[src/rtl/lc3b_types.sv]
// rtl/lc3b_types.sv - LC-3b opcode, issue-state and decode definitions shared by the issue stage
//
// Purpose : opcode enum, controller state enum, decoded-operand struct and the
//           decode function used by lc3b_issue_ctrl.
// Ports   : none (package).
package lc3b_types;

    typedef enum logic [3:0] {
        op_br   = 4'h0,
        op_add  = 4'h1,
        op_ldb  = 4'h2,
        op_stb  = 4'h3,
        op_jsr  = 4'h4,
        op_and  = 4'h5,
        op_ldr  = 4'h6,
        op_str  = 4'h7,
        op_rti  = 4'h8,
        op_xor  = 4'h9,
        op_ldi  = 4'ha,
        op_sti  = 4'hb,
        op_jmp  = 4'hc,
        op_shf  = 4'hd,
        op_lea  = 4'he,
        op_trap = 4'hf
    } opcode_t;

    typedef enum logic {
        RUN     = 1'b0,
        WAIT_BR = 1'b1
    } ctrl_state_t;

    typedef struct packed {
        logic       src1_en;
        logic [2:0] src1;
        logic       src2_en;
        logic [2:0] src2;
        logic       cc_rd;
        logic       dst_en;
        logic [2:0] dst;
        logic       cc_wr;
        logic       is_ctrl;
    } decode_t;

    function automatic decode_t decode(input logic [15:0] instr);
        decode_t d;
        d         = '0;
        d.src1    = instr[8:6];
        d.dst     = instr[11:9];
        d.src2    = instr[2:0];
        case (opcode_t'(instr[15:12]))
            op_add, op_and, op_xor: begin
                d.src1_en = 1'b1;
                d.src2_en = ~instr[5];
                d.dst_en  = 1'b1;
                d.cc_wr   = 1'b1;
            end
            op_ldr, op_ldb, op_ldi, op_shf: begin
                d.src1_en = 1'b1;
                d.dst_en  = 1'b1;
                d.cc_wr   = 1'b1;
            end
            op_str, op_stb, op_sti: begin
                d.src1_en = 1'b1;
                d.src2_en = 1'b1;
                d.src2    = instr[11:9];
            end
            op_lea: begin
                d.dst_en  = 1'b1;
            end
            op_br: begin
                d.cc_rd   = (instr[11:9] != 3'b000);
                d.is_ctrl = 1'b1;
            end
            op_jmp: begin
                d.src1_en = 1'b1;
                d.is_ctrl = 1'b1;
            end
            op_jsr: begin
                // bit 11 clear is JSRR, which reads its base register
                d.src1_en = ~instr[11];
                d.dst_en  = 1'b1;
                d.dst     = 3'd7;
                d.is_ctrl = 1'b1;
            end
            op_trap: begin
                d.dst_en  = 1'b1;
                d.dst     = 3'd7;
                d.is_ctrl = 1'b1;
            end
            op_rti: begin
                d.is_ctrl = 1'b1;
            end
            default: d = '0;
        endcase
        return d;
    endfunction

endpackage

[src/rtl/lc3b_scoreboard.sv]
// rtl/lc3b_scoreboard.sv - in-flight write counters for R0-R7 and the condition codes
//
// Purpose : counts outstanding writes per register and for CC; answers busy/full
//           queries for the indexes presented by the issue controller.
// Ports   : clk, rst_n (sync active-low); inc_*_i issue-side increments;
//           dec_*_i writeback-side decrements; q_*_idx_i query indexes;
//           *_busy_o (counter != 0), *_full_o (counter == MAX_INFLIGHT).
module lc3b_scoreboard #(
    parameter int MAX_INFLIGHT = 3
) (
    input  logic       clk,
    input  logic       rst_n,
    input  logic       inc_en_i,
    input  logic [2:0] inc_idx_i,
    input  logic       inc_cc_i,
    input  logic       dec_en_i,
    input  logic [2:0] dec_idx_i,
    input  logic       dec_cc_i,
    input  logic [2:0] q_src1_idx_i,
    input  logic [2:0] q_src2_idx_i,
    input  logic [2:0] q_dst_idx_i,
    output logic       src1_busy_o,
    output logic       src2_busy_o,
    output logic       dst_full_o,
    output logic       cc_busy_o,
    output logic       cc_full_o
);

    localparam int CW = $clog2(MAX_INFLIGHT + 1);
    localparam logic [CW-1:0] CNT_MAX = CW'(MAX_INFLIGHT);

    logic [CW-1:0] reg_cnt_q [8];
    logic [CW-1:0] reg_cnt_d [8];
    logic [CW-1:0] cc_cnt_q;
    logic [CW-1:0] cc_cnt_d;

    // Issue and retire on the same counter cancel; a retire against an
    // empty counter is dropped so the count never wraps below zero.
    function automatic logic [CW-1:0] next_cnt(input logic [CW-1:0] c,
                                               input logic inc,
                                               input logic dec);
        if (inc && !dec)
            return c + 1'b1;
        else if (dec && !inc && c != '0)
            return c - 1'b1;
        else
            return c;
    endfunction

    always_comb begin
        for (int i = 0; i < 8; i++) begin
            reg_cnt_d[i] = next_cnt(reg_cnt_q[i],
                                    inc_en_i && (inc_idx_i == 3'(i)),
                                    dec_en_i && (dec_idx_i == 3'(i)));
        end
        cc_cnt_d = next_cnt(cc_cnt_q, inc_cc_i, dec_cc_i);
    end

    always_ff @(posedge clk) begin
        if (!rst_n) begin
            for (int i = 0; i < 8; i++) reg_cnt_q[i] <= '0;
            cc_cnt_q <= '0;
        end else begin
            for (int i = 0; i < 8; i++) reg_cnt_q[i] <= reg_cnt_d[i];
            cc_cnt_q <= cc_cnt_d;
        end
    end

    always_ff @(posedge clk) begin
        if (rst_n) begin
            if (dec_en_i && !(inc_en_i && inc_idx_i == dec_idx_i))
                assert (reg_cnt_q[dec_idx_i] != '0);
            if (dec_cc_i && !inc_cc_i)
                assert (cc_cnt_q != '0);
        end
    end

    assign src1_busy_o = (reg_cnt_q[q_src1_idx_i] != '0);
    assign src2_busy_o = (reg_cnt_q[q_src2_idx_i] != '0);
    assign dst_full_o  = (reg_cnt_q[q_dst_idx_i] >= CNT_MAX);
    assign cc_busy_o   = (cc_cnt_q != '0);
    assign cc_full_o   = (cc_cnt_q >= CNT_MAX);

endmodule

[src/rtl/lc3b_issue_ctrl.sv]
// rtl/lc3b_issue_ctrl.sv - LC-3b issue stage: one-entry hold, scoreboard check, branch serialisation
//
// Purpose : holds one fetched instruction and releases it when its sources,
//           CC and destination capacity are clear; blocks issue after a
//           control-flow op until br_resolve. Macro LC3B_ISSUE_STALL_CNT_EN
//           adds a stall cycle counter (stall_cnt) with a clear (stall_clr).
// Ports   : clk, rst_n; fetch side if_valid/if_ready/if_instr/if_pc;
//           issue side id_valid/id_ready/id_instr/id_pc; writeback
//           wb_valid/wb_dest/wb_cc; branch resolve br_resolve/br_taken.
module lc3b_issue_ctrl
    import lc3b_types::*;
#(
    parameter int MAX_INFLIGHT = 3
) (
    input  logic        clk,
    input  logic        rst_n,
    input  logic        if_valid,
    output logic        if_ready,
    input  logic [15:0] if_instr,
    input  logic [15:0] if_pc,
    output logic        id_valid,
    input  logic        id_ready,
    output logic [15:0] id_instr,
    output logic [15:0] id_pc,
    input  logic        wb_valid,
    input  logic [2:0]  wb_dest,
    input  logic        wb_cc,
    input  logic        br_resolve,
`ifdef LC3B_ISSUE_STALL_CNT_EN
    input  logic        br_taken,
    input  logic        stall_clr,
    output logic [31:0] stall_cnt
`else
    input  logic        br_taken
`endif
);

    ctrl_state_t state_q, state_d;
    logic        held_q, held_d;
    logic [15:0] instr_q, instr_d;
    logic [15:0] pc_q, pc_d;

    decode_t dec;
    logic    src1_busy, src2_busy, dst_full, cc_busy, cc_full;
    logic    issue_fire, flush, accept;

    assign dec = decode(instr_q);

    lc3b_scoreboard #(.MAX_INFLIGHT(MAX_INFLIGHT)) u_scoreboard (
        .clk          (clk),
        .rst_n        (rst_n),
        .inc_en_i     (issue_fire && dec.dst_en),
        .inc_idx_i    (dec.dst),
        .inc_cc_i     (issue_fire && dec.cc_wr),
        .dec_en_i     (wb_valid),
        .dec_idx_i    (wb_dest),
        .dec_cc_i     (wb_valid && wb_cc),
        .q_src1_idx_i (dec.src1),
        .q_src2_idx_i (dec.src2),
        .q_dst_idx_i  (dec.dst),
        .src1_busy_o  (src1_busy),
        .src2_busy_o  (src2_busy),
        .dst_full_o   (dst_full),
        .cc_busy_o    (cc_busy),
        .cc_full_o    (cc_full)
    );

    assign id_valid = held_q && (state_q == RUN)
                   && !(dec.src1_en && src1_busy)
                   && !(dec.src2_en && src2_busy)
                   && !(dec.cc_rd   && cc_busy)
                   && !(dec.dst_en  && dst_full)
                   && !(dec.cc_wr   && cc_full);

    assign issue_fire = id_valid && id_ready;
    // A taken resolve kills the held word, so the slot is free that same
    // cycle: fetch has already redirected and its new word must land.
    assign flush      = (state_q == WAIT_BR) && br_resolve && br_taken;
    assign if_ready   = !held_q || issue_fire || flush;
    assign accept     = if_valid && if_ready;

    assign id_instr = instr_q;
    assign id_pc    = pc_q;

    always_comb begin
        held_d  = held_q;
        instr_d = instr_q;
        pc_d    = pc_q;
        state_d = state_q;

        if (accept) begin
            held_d  = 1'b1;
            instr_d = if_instr;
            pc_d    = if_pc;
        end else if (issue_fire || flush) begin
            held_d  = 1'b0;
        end

        case (state_q)
            RUN:     if (issue_fire && dec.is_ctrl) state_d = WAIT_BR;
            WAIT_BR: if (br_resolve) state_d = RUN;
            default: state_d = RUN;
        endcase
    end

    always_ff @(posedge clk) begin
        if (!rst_n) begin
            state_q <= RUN;
            held_q  <= 1'b0;
            instr_q <= '0;
            pc_q    <= '0;
        end else begin
            state_q <= state_d;
            held_q  <= held_d;
            instr_q <= instr_d;
            pc_q    <= pc_d;
        end
    end

`ifdef LC3B_ISSUE_STALL_CNT_EN
    logic [31:0] stall_cnt_q;

    always_ff @(posedge clk) begin
        if (!rst_n)
            stall_cnt_q <= '0;
        else if (stall_clr)
            stall_cnt_q <= '0;
        else if (held_q && !id_valid)
            stall_cnt_q <= stall_cnt_q + 32'd1;
    end

    assign stall_cnt = stall_cnt_q;
`endif

endmodule

[config.mk]
export PLATFORM = sky130hd
export DESIGN_NAME = lc3b_issue_ctrl
export DESIGN_NICKNAME = d
export VERILOG_FILES = /design/src/rtl/lc3b_types.sv /design/src/rtl/lc3b_scoreboard.sv /design/src/rtl/lc3b_issue_ctrl.sv
export SDC_FILE = /design/constraint.sdc
export NUM_CORES = 1
export LEC_CHECK = 0
export ABC_CLOCK_PERIOD_IN_PS = 4100
export CAP_MARGIN = 10
export CORE_ASPECT_RATIO = 0.75
export CORE_UTILIZATION = 50
export CTS_CLUSTER_SIZE = 25
export DETAILED_ROUTE_END_ITERATION = 12
export PLACE_DENSITY = 0.87
export SYNTH_ARGS = -nofsm -noshare
export SYNTH_HDL_FRONTEND = slang
export SYNTH_HIERARCHICAL = 1
export SYNTH_SLANG_ARGS = --single-unit
[constraint.sdc]
create_clock -name clk -period 4.1 [get_ports clk]
set_input_delay 0.615 -clock clk [delete_from_list [all_inputs] [get_ports clk]]
set_output_delay 0.615 -clock clk [all_outputs]
set_load 0.01 [all_outputs]
### Yosys cells after proc, flatten, opt, wreduce, memory -nomap -nowiden

Memories as Yosys holds them, arrays and structs flattened. A register that Yosys moved wholly into a read port is not among the register bits.
Cells that the tools add are included.

* add/sub/neg operators: 18
* $lt $le $gt $ge: 2
* equal/unequal tests: 29
* mux-type cells: 43
* bitwise operators: 11
* reductions and logical operators: 113

Operators by type and width (number)
* $logic_and 1x1->1: 62
* $mux 2: 26
* $eq 4x4->1 const B: 8
* $reduce_bool 2->1: 13
* $eq 3x3->1 const B: 8
* $logic_not 1->1: 24
* $add 2x1->2 const B: 9
* $sub 2x1->2 const B: 9
* $eq 4x3->1 const B: 4
* $eq 3x2->1 const B: 4
* $mux 3: 4
* $reduce_or 11->1: 1
* $mux 1: 10
* $reduce_or 10->1: 1
* $eq 4x2->1 const B: 2
* $or 1x1->1: 8
* $reduce_or 7->1: 1
* $eq 3x1->1 const B: 2
* $logic_not 3->1: 2
* $pmux 1 s2: 3
* $reduce_or 3->1: 2
* $reduce_or 5->1: 1
* $eq 4x1->1 const B: 1
* $ge 2x2->1 const B: 2
* 5 further kinds: 9

* bits in registers: 36
* RAM bits: 16
* input port bits: 43
* logic and storage cells: 222
* memories: 1

Memories
* u_scoreboard.reg_cnt_q: depth 8, width 2, rd ports 11, clocked after Yosys merged registers in 1, wr ports 8, RTL line lc3b_scoreboard.sv:32 `logic [CW-1:0] reg_cnt_q [8];`

### Longest topological paths before layout

An unclocked memory read counts as a cell.

* depth in word-level cells: 20
* mapped depth: 16
* depth with buffers taken out: 14

### Hierarchy

The synthesis kept the hierarchy.

By module, submodules not included
* lc3b_issue_ctrl: instances 1, cells an instance 192, area each 1704.1 sq um
* lc3b_scoreboard: instances 1, cells an instance 174, area each 1465.2 sq um

### Worst setup path after synthesis

No wires, ideal clock.

* path type: register to register
* start: reg instr_q[12], in the netlist id_instr[12]
* end: mem u_scoreboard/reg_cnt_q[0][1] (netlist bit)
* data arrival time: 3.584 ns
* slack: 0.413 ns
* cell stages (with the launch flop): 16
* cells stage by stage: dfxtp_1 > inv_1 > ha_1 > mux2_2 > nand2_1 > nand2b_1 > nand3_1 > o21ai_0 > mux4_2 > a221oi_2 > nand3_2 > nor4_1 > buf_2 > nor4b_4 > o21ai_1 > a2111oi_2

RTL lines
* start: declaration: RTL line lc3b_issue_ctrl.sv:40 `logic [15:0] instr_q, instr_d;`
* start signal: assignment: RTL line lc3b_issue_ctrl.sv:115 `instr_q <= instr_d;`
* end: declaration: RTL line lc3b_scoreboard.sv:32

==> results.json <==
{
  "hold_violations": 0,
  "status": "complete, no violations",
  "drt_first_pass_iters": 4,
  "synth_fp_nets": 413,
  "num_rows": 24,
  "postRouteAntennaNets": 0,
  "antenna_found_initial": 0,
  "yosys_warnings": 6,
  "routed_wl_um": 8100,
  "avgSynthCellArea_um2": 8.66,
  "synth-edff-count": 0,
  "grt_max_degree": 42,
  "slew_viol_final": 0,
  "dieArea_um2": 6660,
  "grt_pass1_vias": 2748,
  "hold-worst-slack_ns": 0.465,
  "worst-r2r-setup-slack_ns": 0.17,
  "dp_hpwl_um": 5810,
  "synth_area_um2": 3170,
  "fin_skew_ns": 0.00970,
  "n_fill_cell": 444,
  "worstMarginPinSlew_ns": 0.659,
  "crit_type": "reg2reg",
  "postSynth.asyncResetShare_pct": 0,
  "holdPathStages": 2,
  "rr_startpoint": "id_instr[12]$_SDFFE_PN0P_",
  "root_buffer": "clkbuf_8",
  "comb_power_share_pct": 24.4,
  "ios": 77,
  "gp_congestion": 0.871,
  "mostFrequentLayoutCell": "nand2_1",
  "min_from": "id_pc[3]$_SDFFE_PN0P_",
  "io_buffer_count": 76,
  "p_seq_share_pct": 45.0,
  "swShare_pct": 28.1,
  "post-route-drc-count": 0,
  "end_kind": "register",
  "die_h_um": 71.0,
  "regToRegEndpoint": "u_scoreboard/reg_cnt_q[1][0]$_SDFFE_PN0P_",
  "hold_path_end": "id_pc[3]$_SDFFE_PN0P_",
  "htree_levels": 2,
  "hold_class": "reg2reg",
  "fin_nets": 483,
  "worstPathArrival_ns": 4.14,
  "path_clk_slew_ns": 0.10,
  "p_int_uw": 888,
  "setup_viol": 0,
  "postCtsHoldBufs": 0,
  "clock.fmax_mhz": 254,
  "post-route-period-util_pct": 95.9,
  "drt_iter0_markers": 121,
  "setup.worst_path.start_class": "register",
  "powerDensity_nw_per_um2": 296,
  "grt_overflow": 0,
  "fp.coreArea_um2": 5980,
  "grt_pass1_wl_um": 12800,
  "syn_inst": 366,
  "grtUsageTotal_pct": 24.2,
  "leakage_uw": 0.00154,
  "num_vias": 3021,
  "yosysUniqueCellTypes": 57,
  "die_x_um": 93.9,
  "final_area_um2": 4170,
  "postPlaceCellArea_um2": 3950,
  "clockPowerShare_pct": 30.6,
  "initial_core_util_pct": 53.0,
  "final_cell_mix": "nand2_1, clkdlybuf4s50_1, dfxtp_1",
  "worstPathMaxFanout": 11,
  "cts_sinks": 52,
  "clk_path_buf_depth": 2,
  "pre_cts_ws_ns": -0.0865,
  "yosysSeqAreaShare_pct": 32.8,
  "relSlewSlack_pct": 56.1,
  "reg2regPathDepth": 17,
  "diodes": 0,
  "switchingPower_uw": 346,
  "fin_setup_tns_ns": 0,
  "drive_above_1_share_pct": 12.8,
  "drv_cap": 0,
  "via_per_inst": 5.87,
  "crit_required_ns": 4.31,
  "cts_made_buffers": 5,
  "clk_latency_ns": 0.31,
  "layout_setup_ws_ns": 0.168,
  "tritoncts": "built",
  "area_delta_synth_final_pct": 31.6,
  "ir_drop_uv": 195,
  "ys.flop_type": "dfxtp_1",
  "min_period_ns": 3.93,
  "yosys_register_bits": 52,
  "wire_per_inst_um": 15.7
}
## synthesized netlist by cell type, types with 2 or more instances
library cell / number / area, µm²
a221oi_1: 8 / 70.1
mux2i_1: 32 / 320
nor2b_1: 2 / 12.5
xor2_1: 3 / 26.3
nand4bb_1: 3 / 33.8
mux2_2: 4 / 45.0
a21o_1: 2 / 15.0
and4b_1: 6 / 60.1
buf_4: 6 / 45.0
nor3_1: 10 / 50.1
nand2_1: 76 / 285
clkbuf_1: 10 / 37.5
and4_1: 3 / 26.3
a2111oi_0: 2 / 17.5
mux4_2: 3 / 67.6
and4bb_1: 2 / 25.0
nand4b_1: 6 / 52.6
ha_1: 4 / 50.1
xnor2_1: 6 / 52.6
and2_1: 2 / 12.5
nor3b_1: 2 / 15.0
nor2_1: 7 / 26.3
o21ai_0: 11 / 55.1
buf_2: 8 / 40.0
buf_6: 3 / 33.8
a21oi_1: 22 / 110
nor4_1: 3 / 18.8
dfxtp_1: 52 / 1040
nand3_1: 12 / 60.1
a2111oi_1: 3 / 30.0
or3b_1: 3 / 26.3
inv_1: 15 / 56.3
nand2b_1: 4 / 25.0
a221oi_2: 2 / 30.0
o21ai_1: 4 / 20.0
and3b_1: 4 / 35.0
## worst max path at each step
stage / end / slack [ns] / cells after the start / start
floorplan: u_scoreboard/reg_cnt_q[0][1]$_SDFFE_PN0P_ / 0.41 / 15 / id_instr[12]$_SDFFE_PN0P_
global placement: u_scoreboard/reg_cnt_q[2][1]$_SDFFE_PN0P_ / 0.14 / 16 / id_instr[13]$_SDFFE_PN0P_
detailed placement: u_scoreboard/reg_cnt_q[7][1]$_SDFFE_PN0P_ / -0.09 / 16 / id_instr[13]$_SDFFE_PN0P_
CTS: u_scoreboard/reg_cnt_q[4][1]$_SDFFE_PN0P_ / 0.03 / 16 / id_instr[12]$_SDFFE_PN0P_
global route: if_ready / -0.008 / 10 / id_instr[13]$_SDFFE_PN0P_
finish: u_scoreboard/reg_cnt_q[1][0]$_SDFFE_PN0P_ / 0.17 / 17 / id_instr[12]$_SDFFE_PN0P_
## final cells by class
class	instances	area, µm²	share of cell area, %
Inverter	15	56.3	1.35
Sequential cell	52	1040	25.0
Tap cell	78	97.6	2.34
Clock buffer	6	82.6	1.98
Clock inverter	2	38.8	0.930
Multi-Input combinational cell	272	1980	47.6
Timing Repair Buffer	90	868	20.8
## power by group through the flow
stage / clock, µW / sequential, µW / combinational [µW]
3_3_place_gp: 0 / 564 / 278
2_1_floorplan: 0 / 571 / 158
4_1_cts: 381 / 555 / 291
5_1_grt: 403 / 559 / 323
3_5_place_dp: 0 / 566 / 286
6_report: 378 / 556 / 300
## state kept, by name (all words and copies together) (netlist names)
name                    cells
held_q                      1
state_q                     1
id_instr                   16
u_scoreboard/cc_cnt_q       2
id_pc                      16
u_scoreboard/reg_cnt_q     16
## repair_timing
item | in CTS | in global routing
pin swaps | 1 | 3
gates cloned | 0 | 1
gates resized for setup | 7 | 15
endpoints found under the setup margin | 12 | 15
buffers inserted | 0 | 3
## kinds of logic (layout without fill, tap and decap cells)
family / Yosys count / in the layout / share of synthesized area (%)
compound gates: 67 / 67 / 16.0
xor+xnor: 9 / 9 / 2.49
fa+ha+maj: 4 / 4 / 1.58
buf+inv: 42 / 113 / 6.71
flops: 52 / 52 / 32.8
mux: 39 / 39 / 13.7
simple gates: 153 / 153 / 26.8
## per-layer routing
metal | vias up | track usage, % | part of all wire [%]
met5 | - | 0 | 0
met4 | 0 | 9.57 | 2.1
met3 | 18 | 4.52 | 4.4
li1 | 1456 | - | -
met2 | 92 | 37.6 | 46
met1 | 1455 | 33.4 | 47
## worst max-delay path, cell delays in order, from the launching register on
cell	delay, ns
dfxtp_2	0.36
inv_1	0.07
ha_1	0.21
mux2_2	0.30
nand2_2	0.12
nand2b_4	0.12
nand3_1	0.11
o21ai_0	0.09
mux4_2	0.53
a221oi_4	0.32
nand3_2	0.15
buf_4	0.19
nor4_4	0.27
buf_4	0.20
and4bb_2	0.30
buf_4	0.13
a21oi_1	0.05
a221oi_1	0.30
## metrics by stage
step | cells | power [µW] | util (%)
finish | 515 | 1230 | 69.8
global route | 515 | 1280 | 69.8
CTS | 511 | 1230 | 68.5
detailed placement | 503 | 852 | 66.2
global placement | 503 | 842 | 66.2
floorplan | 366 | 729 | -
Note: power is estimated with default switching activity, not from simulation.
==> RTL edit 1 (same settings) <==
`MAX_INFLIGHT` is set to 3 in 2 places; all go to 5.
--- a/src/rtl/lc3b_scoreboard.sv
+++ b/src/rtl/lc3b_scoreboard.sv
@@ -6,7 +6,7 @@
 //           dec_*_i writeback-side decrements; q_*_idx_i query indexes;
 //           *_busy_o (counter != 0), *_full_o (counter == MAX_INFLIGHT).
 module lc3b_scoreboard #(
-    parameter int MAX_INFLIGHT = 3
+    parameter int MAX_INFLIGHT = 5
 ) (
     input  logic       clk,
     input  logic       rst_n,
--- a/src/rtl/lc3b_issue_ctrl.sv
+++ b/src/rtl/lc3b_issue_ctrl.sv
@@ -10,7 +10,7 @@
 module lc3b_issue_ctrl
     import lc3b_types::*;
 #(
-    parameter int MAX_INFLIGHT = 3
+    parameter int MAX_INFLIGHT = 5
 ) (
     input  logic        clk,
     input  logic        rst_n,
Behaviour: not the same (Yosys sat finds a counterexample within 10 cycles, from zero or initial values and one cycle with rst_n low).
==> RTL edit 1 against the unedited design <==
Sequential cell count up 9. Wire length up 35%. Synthesized area up 19%. Sequential power up 18%. Clock skew up 0.0022 ns. Via count up 24%. First-iteration DRC count rose to 2.7 times the old value. Final area up 25%. Power up 30%. Sequential share of layout area down 1.4 points. Setup slack worse by 0.15 ns. Critical path type unchanged. Largest cell class unchanged.
==> RTL edit 1: results <==
set metrics [dict create \
    clock_skew_ns 0.0119 \
    yosys.cell_types.count 65 \
    use_met2_pct 44.4 \
    slew_headroom_pct 45.6 \
    nonClockBufferCount 114 \
    wl_met2_mm 5.22 \
    nMultiInputCombCells 337 \
    numCtsBuffers 9 \
    place_hpwl_mm 7.34 \
    gr-usage-met1_pct 32.4 \
    drive_gt1_share_pct 20.3 \
    area_growth_pct 38.7 \
    seqPwrFrac_pct 40.8 \
    final-seq-area_sq_um 1230 \
    inv_count 23 \
    holdWs_ns 0.462 \
    synth_commonest_cells "nand2_1 (91), dfxtp_1 (61), mux2i_1 (44)" \
    synth_nets 499 \
    fillers 495 \
    buf_share_pct 20.0 \
    critical_path.max_fanout 7 \
    power_clock_w 0.000571 \
    power_density_nw_per_um2 309 \
    multi_input_area_sq_um 2520 \
    ir_drop_mv 0.207 \
    finalNetCount 602 \
    vias 3740 \
    nWellTaps 98 \
    fin_ws_ns 0.0160 \
    place_area_sq_um 4700 \
    clock_area_share_pct 3.99 \
    dr.pass1.iters 5 \
    yosys-top-cells-area "dfxtp_1 (33%), mux2i_1 (12%), nand2_1 (9.1%)" \
    wire_per_inst_microns 16.9 \
    grt_first_pass_wirelength_mm 17.0 \
    ys_seq_area_share_pct 32.5 \
    clock-sinks 61 \
    outcome "finished, final reports clean" \
]
## RTL edit 1: cell count changes in the layout (fill, tap and decap cells not counted), sizes merged, moves of 6 or more
cell	unedited run	this run
dfxtp	52	61
a221oi	10	2
a31oi	1	7
buf	15	39
nand2b	4	13
fa	0	9
nor2	7	29
inv	15	25
mux2i	32	44
nand2	77	93
## RTL edit 1: kinds of logic after synthesis
family          synth area share (%)
fa+ha+maj                       6.13
xor+xnor                       0.233
compound gates                  15.0
flops                           32.5
buf+inv                         5.70
mux                             14.7
simple gates                    25.7
## RTL edit 1: final timing paths
kind	startpoint	end	cells after the start
hold / removal	id_pc[11]	id_pc[11]	2
setup / recovery	id_instr[12]	u_scoreboard/reg_cnt_q[5][2]	18
setup reg to reg	id_instr[12]	u_scoreboard/reg_cnt_q[5][2]	18
hold reg to reg	id_pc[11]	id_pc[11]	2
## RTL edit 1: timing repair
action	CTS	global route
setup endpoints to repair	12	19
pin swaps	8	16
buffers inserted	11	9
cloned	1	0
resized for setup	15	30
==> RTL edit 2 (same flow settings) <==
Without the edit above. `instr_q` and `pc_q` no longer have a reset.
--- a/src/rtl/lc3b_issue_ctrl.sv
+++ b/src/rtl/lc3b_issue_ctrl.sv
@@ -107,14 +107,15 @@
         if (!rst_n) begin
             state_q <= RUN;
             held_q  <= 1'b0;
-            instr_q <= '0;
-            pc_q    <= '0;
         end else begin
             state_q <= state_d;
             held_q  <= held_d;
-            instr_q <= instr_d;
-            pc_q    <= pc_d;
         end
+    end
+
+    always_ff @(posedge clk) begin
+        instr_q <= instr_d;
+        pc_q    <= pc_d;
     end
 
 `ifdef LC3B_ISSUE_STALL_CNT_EN
Check against the original RTL: not equivalent (Yosys sat finds a counterexample within 4 cycles, from zero or initial values and one cycle with rst_n low).
==> RTL edit 2 against the unedited design <==
Sequential cell count unchanged. Maximum frequency increased by 0.87%. Sequential share of layout area increased by 11 points. Final area decreased by 8.3%. Sequential power increased by 8.5%. Synthesized area decreased by 10%. Clock skew increased by 0.00066 ns. Global-route usage decreased by 0.19 points. Critical endpoint is now u_scoreboard/reg_cnt_q[2][1]. Utilization increased by 0.91 points. Wire length decreased by 12%. Power decreased by 7.1%. Critical path depth decreased by 4. Setup slack improved by 0.034 ns.
==> RTL edit 2: results <==
set metrics [dict create \
    outcome "finished, final reports clean" \
    yosys-top-cells-area "edfxtp_1 (34%), dfxtp_1 (14%), a21oi_1 (4.1%)" \
    p_switching_w 0.000311 \
    dp_cells 403 \
    ir_drop_mv 0.270 \
    track_usage_pct 24.0 \
    synth-edff-count 32 \
    wl_met3_microns 524 \
    grt_pass1_vias 2250 \
    drt_iter0_markers 188 \
    yosys.cell_types.count 56 \
    arrival_ns 4.09 \
    wirelength_met1_mm 3.18 \
    clock_skew_ns 0.0104 \
    post-place-ws_ns 0.0971 \
    synth-adder-area-share_pct 0 \
    synth_xor_area_share_pct 2.78 \
    grt_max_degree 33 \
    gr-usage-met1_pct 33.4 \
    rr_worst_depth 13 \
    nMultiInputCombCells 180 \
    multi_input_area_sq_um 1350 \
    drive_gt1_share_pct 13.4 \
    place_hpwl_mm 5.10 \
    nonClockBufferCount 92 \
    r2r_slack_ns 0.20 \
    synth_nets 305 \
    buf_share_pct 23.2 \
    use_met2_pct 38.4 \
    clkbuf_count 5 \
    finalNetCount 385 \
    reg2reg_to "u_scoreboard/reg_cnt_q[2][1]" \
    critical-path-top-delay-family "compound AO/OA/AOI/OAI gates" \
    ys_seq_area_share_pct 48.0 \
    slew_headroom_pct 60.3 \
    power.leakage_nw 1.32 \
    synth.area.mux_share_pct 3.92 \
    holdWs_ns 0.489 \
    synth_top_flop_cell "edfxtp_1" \
]
RTL edit 2: cell count changes in the layout (fill, tap and decap cells not counted), moves of 3 or more:
cell | unedited run | this run
nand2_1 | 75 | 11
edfxtp_1 | 0 | 32
mux2i_1 | 32 | 1
dfxtp_1 | 50 | 20
buf_4 | 12 | 16
ha_1 | 4 | 0
inv_1 | 15 | 11
nand2b_1 | 3 | 6
RTL edit 2: power groups by stage:
| stage | Sequential, W | Clock [W] | Combinational [W] |
|---|---|---|---|
| after CTS | 0.000602 | 0.000322 | 0.000226 |
| after detailed placement | 0.000616 | 0 | 0.000214 |
| final | 0.000603 | 0.000316 | 0.000227 |
| after floorplan | 0.000620 | 0 | 0.0000998 |
| after global placement | 0.000615 | 0 | 0.000208 |
| after global routing | 0.000606 | 0.000342 | 0.000242 |
RTL edit 2: worst max path at each step:
| stage | start | end | slack [ns] | cells past startpoint |
|---|---|---|---|---|
| 4_1_cts | id_instr[12] | if_ready | 0.02 | 11 |
| 3_5_place_dp | id_instr[12] | u_scoreboard/reg_cnt_q[7][1] | 0.1 | 13 |
| 6_report | id_instr[12] | u_scoreboard/reg_cnt_q[2][1] | 0.20 | 13 |
| 5_1_grt | id_instr[12] | u_scoreboard/reg_cnt_q[7][1] | 0.02 | 17 |
| 3_3_place_gp | id_instr[12] | u_scoreboard/reg_cnt_q[2][1] | 0.31 | 13 |
| 2_1_floorplan | id_instr[14] | id_instr[0] | 0.29 | 12 |
RTL edit 2: per-stage QoR:
step                      instance area (sq um)  util [%]  total power [W]
final                                      3820      70.7          0.00115
after global routing                       3820      70.7          0.00119
after CTS                                  3810      70.4          0.00115
after detailed placement                   3650      67.5         0.000830
after global placement                     3650      67.5         0.000822
after floorplan                            2840         -         0.000720
